## config.mk

```make
export PLATFORM = sky130hd
export DESIGN_NAME = div_arbiter_flat
export DESIGN_NICKNAME = d
export VERILOG_FILES = /design/src/rtl/div_arbiter_if.sv /design/src/rtl/div_arbiter.sv /design/src/flat_wrapper.sv
export SDC_FILE = /design/constraint.sdc
export NUM_CORES = 1
export LEC_CHECK = 0
export BUFFER_PORTS_ARGS = -buffer_cell sky130_fd_sc_hd__buf_4
export CORE_MARGIN = 2
export CORE_UTILIZATION = 40
export CTS_BUF_LIST = sky130_fd_sc_hd__clkbuf_2 sky130_fd_sc_hd__clkbuf_4 sky130_fd_sc_hd__clkbuf_8
export DETAILED_ROUTE_END_ITERATION = 7
export HOLD_SLACK_MARGIN = 0.12
export PLACE_DENSITY = 0.73
export SLEW_MARGIN = 20
export SYNTH_ARGS = -nofsm -noshare
export SYNTH_HDL_FRONTEND = slang
export SYNTH_SLANG_ARGS = --single-unit
```

## constraint.sdc

```tcl
create_clock -name clk -period 1.58 [get_ports clk]
set_input_delay 0.237 -clock clk [delete_from_list [all_inputs] [get_ports clk]]
set_output_delay 0.237 -clock clk [all_outputs]
set_load 0.005 [all_outputs]
```

## src/rtl/div_arbiter_if.sv

```systemverilog
// Requester-side bundle of the divider arbiter: request handshake plus the tagged response.
// The arbiter takes the slave end; requesters (or a bench) take the master end.
interface div_arbiter_if #(
  parameter int N_REQ = 2,
  parameter int NUM_W = 24,
  parameter int DEN_W = 16,
  parameter int Q_W   = 24
);
  logic [N_REQ-1:0]       req_valid;
  logic [N_REQ*NUM_W-1:0] req_numer;
  logic [N_REQ*DEN_W-1:0] req_denom;
  logic [N_REQ-1:0]       req_ready;
  logic [N_REQ-1:0]       resp_valid;
  logic [Q_W-1:0]         resp_quot;
  logic                   resp_dz;
  logic                   busy;

  modport slave (
    input  req_valid, req_numer, req_denom,
    output req_ready, resp_valid, resp_quot, resp_dz, busy
  );

  modport master (
    output req_valid, req_numer, req_denom,
    input  req_ready, resp_valid, resp_quot, resp_dz, busy
  );
endinterface

```

## src/rtl/div_arbiter.sv

```systemverilog
// Round-robin arbiter sharing one fixed-latency pipelined divider among N_REQ requesters.
// A tag pipeline tracks requester id and divide-by-zero alongside the divider.
module div_arbiter #(
  parameter int N_REQ       = 2,
  parameter int NUM_W       = 24,
  parameter int DEN_W       = 16,
  parameter int Q_W         = 24,
  parameter int DIV_LATENCY = 6
) (
  input  logic             clk,
  input  logic             rst_n,
  div_arbiter_if.slave     bus,
  output logic [NUM_W-1:0] div_numer,
  output logic [DEN_W-1:0] div_denom,
  output logic             div_aclr,
  input  logic [Q_W-1:0]   div_quot
);

  localparam int ID_W = (N_REQ > 1) ? $clog2(N_REQ) : 1;
  localparam int LAST = DIV_LATENCY;

  function automatic logic [ID_W-1:0] rr_index(input logic [ID_W-1:0] base, input int k);
    int s;
    s = int'(base) + k;
    if (s >= N_REQ) s = s - N_REQ;
    return ID_W'(s);
  endfunction

  function automatic logic [ID_W-1:0] wrap_inc(input logic [ID_W-1:0] id);
    return (id == ID_W'(N_REQ - 1)) ? '0 : id + 1'b1;
  endfunction

  function automatic logic [N_REQ-1:0] id_onehot(input logic [ID_W-1:0] id);
    logic [N_REQ-1:0] r;
    r = '0;
    r[id] = 1'b1;
    return r;
  endfunction

  logic [ID_W-1:0]  ptr;
  logic [ID_W-1:0]  grant_id;
  logic [N_REQ-1:0] grant;
  logic             accept;
  logic [NUM_W-1:0] sel_numer;
  logic [DEN_W-1:0] sel_denom;
  logic             sel_dz;

  logic [LAST:0]    vld_p;
  logic [LAST:0]    dz_p;
  logic [ID_W-1:0]  id_p [LAST+1];

  always_comb begin
    grant    = '0;
    grant_id = '0;
    for (int k = 0; k < N_REQ; k++) begin
      if (grant == '0 && bus.req_valid[rr_index(ptr, k)]) begin
        grant[rr_index(ptr, k)] = 1'b1;
        grant_id                = rr_index(ptr, k);
      end
    end
    if (!rst_n) grant = '0;
  end

  assign accept        = |grant;
  assign bus.req_ready = grant;
  assign sel_numer     = bus.req_numer[int'(grant_id)*NUM_W +: NUM_W];
  assign sel_denom     = bus.req_denom[int'(grant_id)*DEN_W +: DEN_W];
  assign sel_dz        = (sel_denom == '0);
  assign div_aclr      = ~rst_n;
  assign bus.busy      = |vld_p;

  // ---- stage p0: operand registers toward the divider, pointer update ----
  always_ff @(posedge clk) begin
    if (!rst_n) begin
      ptr       <= '0;
      div_numer <= '0;
      div_denom <= DEN_W'(1);
    end else if (accept) begin
      ptr <= wrap_inc(grant_id);
      // a zero denominator is replaced by 0/1 so the divider never sees it
      div_numer <= sel_dz ? '0 : sel_numer;
      div_denom <= sel_dz ? DEN_W'(1) : sel_denom;
    end
  end

  // ---- stages p0..pLAST: tag pipeline, one slot per divider cycle ----
  always_ff @(posedge clk) begin
    if (!rst_n) vld_p <= '0;
    else        vld_p <= {vld_p[LAST-1:0], accept};
  end

  always_ff @(posedge clk) begin
    dz_p     <= {dz_p[LAST-1:0], sel_dz};
    id_p[0]  <= grant_id;
    for (int k = 1; k <= LAST; k++) id_p[k] <= id_p[k-1];
  end

  // ---- response stage: align tag with the divider quotient ----
  always_ff @(posedge clk) begin
    if (!rst_n) begin
      bus.resp_valid <= '0;
      bus.resp_quot  <= '0;
      bus.resp_dz    <= 1'b0;
    end else begin
      bus.resp_valid <= vld_p[LAST] ? id_onehot(id_p[LAST]) : '0;
      bus.resp_dz    <= vld_p[LAST] & dz_p[LAST];
      bus.resp_quot  <= (vld_p[LAST] && !dz_p[LAST]) ? div_quot : '0;
    end
  end

endmodule

```

## src/flat_wrapper.sv

```systemverilog
// flat-port wrapper written by rule: the top's interface ports become plain ports
module div_arbiter_flat 
#(
  parameter int N_REQ       = 2,
  parameter int NUM_W       = 24,
  parameter int DEN_W       = 16,
  parameter int Q_W         = 24,
  parameter int DIV_LATENCY = 6
)
  (clk, rst_n, div_numer, div_denom, div_aclr, div_quot, bus_req_valid, bus_req_numer, bus_req_denom, bus_req_ready, bus_resp_valid, bus_resp_quot, bus_resp_dz, bus_busy);
  div_arbiter_if #(.N_REQ(N_REQ), .NUM_W(NUM_W), .DEN_W(DEN_W), .Q_W(Q_W)) bus_i ();
  input  logic clk;
  input  logic rst_n;
  output logic [NUM_W-1:0] div_numer;
  output logic [DEN_W-1:0] div_denom;
  output logic div_aclr;
  input  logic [Q_W-1:0] div_quot;
  input wire logic [$bits(bus_i.req_valid)-1:0] bus_req_valid;
  input wire logic [$bits(bus_i.req_numer)-1:0] bus_req_numer;
  input wire logic [$bits(bus_i.req_denom)-1:0] bus_req_denom;
  output wire logic [$bits(bus_i.req_ready)-1:0] bus_req_ready;
  output wire logic [$bits(bus_i.resp_valid)-1:0] bus_resp_valid;
  output wire logic [$bits(bus_i.resp_quot)-1:0] bus_resp_quot;
  output wire logic [$bits(bus_i.resp_dz)-1:0] bus_resp_dz;
  output wire logic [$bits(bus_i.busy)-1:0] bus_busy;
  assign bus_i.req_valid = bus_req_valid;
  assign bus_i.req_numer = bus_req_numer;
  assign bus_i.req_denom = bus_req_denom;
  assign bus_req_ready = bus_i.req_ready;
  assign bus_resp_valid = bus_i.resp_valid;
  assign bus_resp_quot = bus_i.resp_quot;
  assign bus_resp_dz = bus_i.resp_dz;
  assign bus_busy = bus_i.busy;
  div_arbiter #(.N_REQ(N_REQ), .NUM_W(NUM_W), .DEN_W(DEN_W), .Q_W(Q_W), .DIV_LATENCY(DIV_LATENCY)) u_core (.clk(clk), .rst_n(rst_n), .bus(bus_i), .div_numer(div_numer), .div_denom(div_denom), .div_aclr(div_aclr), .div_quot(div_quot));
endmodule
```

==> results of run 1 <==
==> cells in the mapped netlist (3+ instances only) <==
cell / number
dfxtp_1: 89
and2_1: 30
nand2_1: 27
and3_1: 26
a221o_1: 24
nor2_1: 20
a311oi_1: 11
clkbuf_1: 11
nor4_1: 6
a211oi_1: 4
buf_6: 4
mux2i_1: 4
nor4_2: 4
buf_2: 3
inv_1: 3
==> power by group through the flow <==
stage          Clock [mW]  Combinational [mW]  Sequential, mW
2_1_floorplan           0               0.215            2.45
3_3_place_gp            0               0.617            2.45
3_5_place_dp            0               0.632            2.45
4_1_cts              1.54               0.803            2.40
5_1_grt              1.65               0.888            2.42
6_report             1.52               0.833            2.41
==> layout make-up <==
class / count / area share, %
clock buffer: 9 / 2.26
multi-input combinational: 167 / 20.6
sequential: 89 / 32.6
inverter: 4 / 0.274
tap: 99 / 2.26
timing repair buffer: 268 / 40.6
clock inverter: 7 / 1.30
==> routing by layer <==
layer	up-vias	global-route usage, %	part of all wire (%)
met1	1516	28.9	36
met5	-	0	0
met2	170	47.6	52
li1	1526	-	-
met4	0	12.4	3.6
met3	37	8.22	8.0
==> state kept, by name, indices dropped and copies added, names as in the netlist <==
| signal | cells |
|---|---|
| u_core.bus.resp_valid | 2 |
| u_core.bus.resp_dz | 1 |
| u_core.div_denom | 16 |
| u_core.dz_p | 7 |
| u_core.bus.resp_quot | 24 |
| u_core.ptr | 1 |
| u_core.vld_p | 7 |
| u_core.id_p | 7 |
| u_core.div_numer | 24 |
==> worst paths after layout <==
kind,start,endpoint,depth (start not counted)
max,u_core.ptr$_SDFFE_PN0P_,bus_req_ready[1],5
min,bus_req_denom[18],u_core.div_denom[2]$_SDFFE_PN0P_,3
max reg2reg,u_core.ptr$_SDFFE_PN0P_,u_core.div_numer[18]$_SDFFE_PN0P_,3
min reg2reg,u_core.dz_p[0]$_DFF_P_,u_core.dz_p[1]$_DFF_P_,0
==> timing repair <==
action | in CTS | in global routing
gates cloned | 1 | 0
gates resized for setup | 6 | 1
endpoints found under the setup margin | 26 | 1
hold endpoints to repair | 48 | 0
hold buffers | 72 | 0
buffers inserted | 0 | 3
==> cells in the final DEF (no fill, tap or decap), drive strengths merged, types with 9 or more instances in the layout <==
cell type / count
a311oi: 11
clkbuf: 9
dfxtp: 89
and2: 30
nand2: 27
and3: 27
nor2: 20
dlygate4sd3: 72
buf: 195
nor4: 10
a221o: 24
==> metrics by stage <==
step / area [sq um] / utilization [%] / hold WS, ns
final: 5470 / 75.1 / 0.158
after global routing: 5470 / 75.1 / 0.145
after CTS: 5450 / 74.7 / 0.142
after detailed placement: 4480 / 61.4 / 0.312
after global placement: 4480 / 61.4 / 0.310
after floorplan: 3040 / - / 0.310
==> kinds of logic after synthesis <==
logic type,count (synthesis),synth area share (%)
AOI/OAI and AO/OA,43,13.4
buffers and inverters,25,4.93
DFF,89,58.5
muxes,4,1.32
and+or+nand+nor,120,21.8
==> critical path, stage by stage, from the launching register on <==
cell and delay (ns):
dfxtp_4 0.38, nand2b_4 0.13, nand2_2 0.08, buf_8 0.14, nor2_1 0.09, buf_4 0.12
==> results.tsv, run 1 <==
metric	value	unit
grt ovf	0	
skew final	0.0120	ns
initial core utilization	41.7	%
Post-Place Worst Slack	-0.344	ns
Yosys cell types	28	
Yosys Warn Count	0	
Net Sw Power	1.27	mW
setup slack, reg-to-reg	0.15	ns
drt pass-1 iters	4	
count of input and output buffers	178	
Clk pin slew, worst setup/hold paths	0.09	ns
Pwr Total	4.76	mW
Gate power share	17.5	%
Final Setup Violations	0	
Seq/Total Area, Yosys	58.5	%
setup_tns	0	ns
final wirelength	11000	um
Syn Nets	389	
fill count	496	
sequential power share	50.5	%
Clock Path Buffers	2	
outcome	completed	
Layout area overhead	79.8	%
Final Wtd Congestion	0.780	
peak supply drop	495	uV
clock tree sinks	89	
f_max	653	MHz
CTS Buf Count	9	
ANT cells	0	
Worst slew margin	57.0	%
PD cells	870	mW/mm^2
Via density	5.05	
Syn Std Cell Area	0.00304	sq mm
LEAKAGE	2.63	nW
clk root buf	clkbuf_8	
initial antenna violation count	0	
required time worst endpoint	1.34	ns
HPWL after DPL	6470	um
Final Non-Filler Cells	643	
IO Count	179	
Worst setup SP type	flop	
Synth Instances	281	
CTS tree	yes	
final worst path period share	96.9	%
Crit Path Class	flop to primary output	
first-pass GRT wire length	17200	um
DIE WIDTH	91.2	um
Hold Crit Class	input port to flop	
Multi-input gate area	0.00113	sq mm
crit path capture type	primary output	
post-placement cell count	551	
Post-synth ARST share	0	%
Routed Antenna Nets	0	
Arrival @ worst endpoint	1.29	ns
Pint	3.49	mW
Max Slew Vio Count	0	
post-synthesis register bit count	89	
WL per Instance	17.1	um
H-Tree Depth	3	
worst slew pin tran	0.644	ns
pin count of the biggest net entering global routing	36	
DRC Markers	0	
number of synthesized flops with an enable pin	0	
clk_lat worst skew	0.37	ns
fin nets	647	
Sw Ratio	26.7	%
row count	31	
Top FF cell, synth	dfxtp_1	
Fin. Hold Viols	0	
Syn Area/Cell	10.8	sq um
Die Y	91.2	um
Reg area	0.00179	sq mm
GRT Total Usage	26.7	%
Area contributors post-synth	dfxtp_1 59%, a221o_1 7.9%, and2_1 6.2%, and3_1 5.3%, nand2_1 3.3%	
Synth top area share	58.5	%
clock network power share	32.0	%
vias	3249	
leading area contributor after synthesis	dfxtp_1	
share of cells above drive strength 1	41.2	%
final setup margin	0.0485	ns
vias in the first global route	3355	
maximum fanout along the worst path	5	
1st-iter DRT viols	136	
Core ar.	0.00729	sq mm
MaxCap Viol Count	0	
Tmin final	1.53	ns
die area	0.00832	sq mm
(Power assumes the default switching activity.)
==> run 2, diff against run 1 <==
--- a/config.mk
+++ b/config.mk
@@ -5,7 +5,7 @@
 export SDC_FILE = /design/constraint.sdc
 export NUM_CORES = 1
 export LEC_CHECK = 0
-export BUFFER_PORTS_ARGS = -buffer_cell sky130_fd_sc_hd__buf_4
+export BUFFER_PORTS_ARGS = -buffer_cell sky130_fd_sc_hd__clkbuf_2
 export CORE_MARGIN = 2
 export CORE_UTILIZATION = 40
 export CTS_BUF_LIST = sky130_fd_sc_hd__clkbuf_2 sky130_fd_sc_hd__clkbuf_4 sky130_fd_sc_hd__clkbuf_8
==> results.tsv, run 2 (synthesized netlist as in run 1, its figures left out) <==
metric	value	unit	change
Pwr Total	4.60	mW	was 4.76 mW
CTS Buf Count	9		unchanged
Cell Area, Placed	0.00404	sq mm	was 0.00448 sq mm
Final Util	68.5	%	was 75.1%
DIE WIDTH	91.2	um	unchanged
share of cells above drive strength 1	41.2	%	about the same
M3 GR Usage	6.22	%	was 8.22%
worst slew pin tran	0.639	ns	was 0.644 ns
1st-iter DRT viols	153		was 136
final wirelength	9950	um	was 11000 um
Arrival @ worst endpoint	1.82	ns	was 1.29 ns
critical path, cell by cell	buf_4 > a21oi_4 > nor2b_4 > a221o_1		was nand2b_4 > nand2_2 > buf_8 > nor2_1 > buf_4
HPWL after DPL	6060	um	was 6470 um
DRC Markers	0		unchanged
Crit Path Class	flop to flop		was flop to primary output
pin count of the biggest net entering global routing	36		unchanged
vias	3224		was 3249
crit path capture type	flop		was primary output
commonest non-fill, non-tap cell in the layout	clkbuf_2		was buf_4
Core ar.	0.00729	sq mm	unchanged
Crit-path slowest cell	nor2b_4		was dfxtp_4
MaxCap Viol Count	0		unchanged
post-placement cell count	552		was 551
Fin. Hold Viols	0		unchanged
R2R Path End	u_core.div_numer[4]$_SDFFE_PN0P_		was u_core.div_numer[18]$_SDFFE_PN0P_
CTS tree	yes		unchanged
H-Tree Depth	3		unchanged
f_max	655	MHz	was 653 MHz
LEAKAGE	2.50	nW	was 2.63 nW
GR peak layer	met2		unchanged
initial antenna violation count	0		unchanged
Clock Path Buffers	2		unchanged
Worst slew margin	57.3	%	was 57.0%
initial core utilization	41.7	%	unchanged
Layout area overhead	64.2	%	was 79.8%
Tmin final	1.53	ns	about the same
clock tree sinks	89		unchanged
clk root buf	clkbuf_8		unchanged
Worst setup SP type	flop		unchanged
largest registers	u_core.bus.resp_quot: 24 flops, u_core.div_numer: 24 flops, u_core.div_denom: 16 flops		unchanged
setup slack, reg-to-reg	0.05	ns	was 0.15 ns
Max Slew Vio Count	0		unchanged
required time worst endpoint	1.87	ns	was 1.34 ns
Min Hold Slack	0.141	ns	was 0.158 ns
skew final	0.0132	ns	was 0.0120 ns
Via density	5.04		was 5.05
ANT cells	0		unchanged
post-route cell area	0.00500	sq mm	was 0.00547 sq mm
commonest cells after routing, fill and taps aside	178 x clkbuf_2, 88 x dfxtp_1, 70 x dlygate4sd3_1		was 194 x buf_4, 88 x dfxtp_1, 72 x dlygate4sd3_1
drt pass-1 iters	5		was 4
Final Non-Filler Cells	640		was 643
clk_lat worst skew	0.36	ns	was 0.37 ns
Clk pin slew, worst setup/hold paths	0.10	ns	was 0.09 ns
WL per Instance	15.5	um	was 17.1 um
outcome	completed		unchanged
Hold Crit Class	input port to flop		unchanged
first-pass GRT wire length	15700	um	was 17200 um
Final Wtd Congestion	0.843		was 0.780
fill count	563		was 496
maximum fanout along the worst path	25		was 5
Global Route met2 Usage	40.9	%	was 47.6%
count of input and output buffers	178		unchanged
min-delay src	bus_req_numer[19]		was bus_req_denom[18]
hold endpoint	u_core.div_numer[19]$_SDFFE_PN0P_		was u_core.div_denom[2]$_SDFFE_PN0P_
peak supply drop	440	uV	was 495 uV
Routed Antenna Nets	0		unchanged
grt ovf	0		unchanged
RR Startpoint	u_core.ptr$_SDFFE_PN0P_		unchanged
vias in the first global route	3187		was 3355
Hold Path Depth	2		was 3
die area	0.00832	sq mm	unchanged
GRT Total Usage	23.8	%	was 26.7%
met1 Track Usage GR	26.2	%	was 28.9%
row count	31		unchanged
Die Y	91.2	um	unchanged
cell depth of the worst flop-to-flop path	4		was 3
slowest cell delay on critical path	0.57	ns	was 0.38 ns
fin nets	644		was 647
Final Setup Violations	0		unchanged
IO Count	179		unchanged
final worst path period share	96.7	%	was 96.9%
PD cells	920	mW/mm^2	was 870 mW/mm^2
run 2: changes by cell type in the layout (fill, tap and decap cells not counted), sizes merged:
cell | previous run | this run
buf | 195 | 16
clkbuf | 9 | 187
dlygate4sd3 | 72 | 70
run 2: layer usage:
metal | vias up | share of wire [%]
li1 | 1520 | -
met1 | 1495 | 38
met2 | 173 | 50
met3 | 36 | 8.3
met4 | 0 | 4.4
met5 | - | 0
run 2: worst max-delay path, delay by kind of cell, from the launching register on:
kind | cells | cell delay, ns
flops | 1 | 0.33
buf+inv | 1 | 0.14
simple gates | 1 | 0.57
compound gates | 2 | 0.43
run 2: cell type report:
| type | instances | area [sq um] | area share [%] |
|---|---|---|---|
| flip-flops and latches | 89 | 1780 | 35.7 |
| repair buffers | 265 | 1750 | 35.0 |
| well taps | 99 | 124 | 2.48 |
| clock inverters | 7 | 71.3 | 1.43 |
| clock buffers | 9 | 124 | 2.48 |
| inverters | 4 | 15.0 | 0.300 |
| multi-input cells | 167 | 1130 | 22.6 |
run 2: timing repair:
| action | CTS | global route |
|---|---|---|
| hold buffers | 69 | 1 |
| endpoints found under the setup margin | 26 | 1 |
| cloned | 1 | 0 |
| hold endpoints to repair | 47 | 1 |
| buffers inserted | 0 | 1 |
| gates resized for setup | 5 | 1 |
run 2: worst max-delay path by stage:
stage               slack, ns                                end               startpoint
finish                   0.05   u_core.div_numer[4]$_SDFFE_PN0P_  u_core.ptr$_SDFFE_PN0P_
global route           -0.009                   bus_req_ready[1]  u_core.ptr$_SDFFE_PN0P_
CTS                      0.02                   bus_req_ready[1]  u_core.ptr$_SDFFE_PN0P_
detailed placement      -0.28   u_core.div_numer[9]$_SDFFE_PN0P_         bus_req_denom[8]
global placement        -0.22  u_core.div_numer[11]$_SDFFE_PN0P_        bus_req_denom[13]
floorplan                0.12  u_core.div_numer[14]$_SDFFE_PN0P_  u_core.ptr$_SDFFE_PN0P_
run 2: stage by stage:
stage | TNS, ns | worst slack (ns)
3_5_place_dp | -6.35 | -0.276
2_1_floorplan | 0 | 0.119
4_1_cts | 0 | 0.0200
5_1_grt | -0.00895 | -0.00895
3_3_place_gp | -5.38 | -0.218
6_report | 0 | 0.0522
run 2: where the power goes:
part / internal, mW / switching [mW]
Sequential: 2.35 / 0.0567
Clock: 0.615 / 0.887
Combinational: 0.402 / 0.290
Total: 3.36 / 1.23
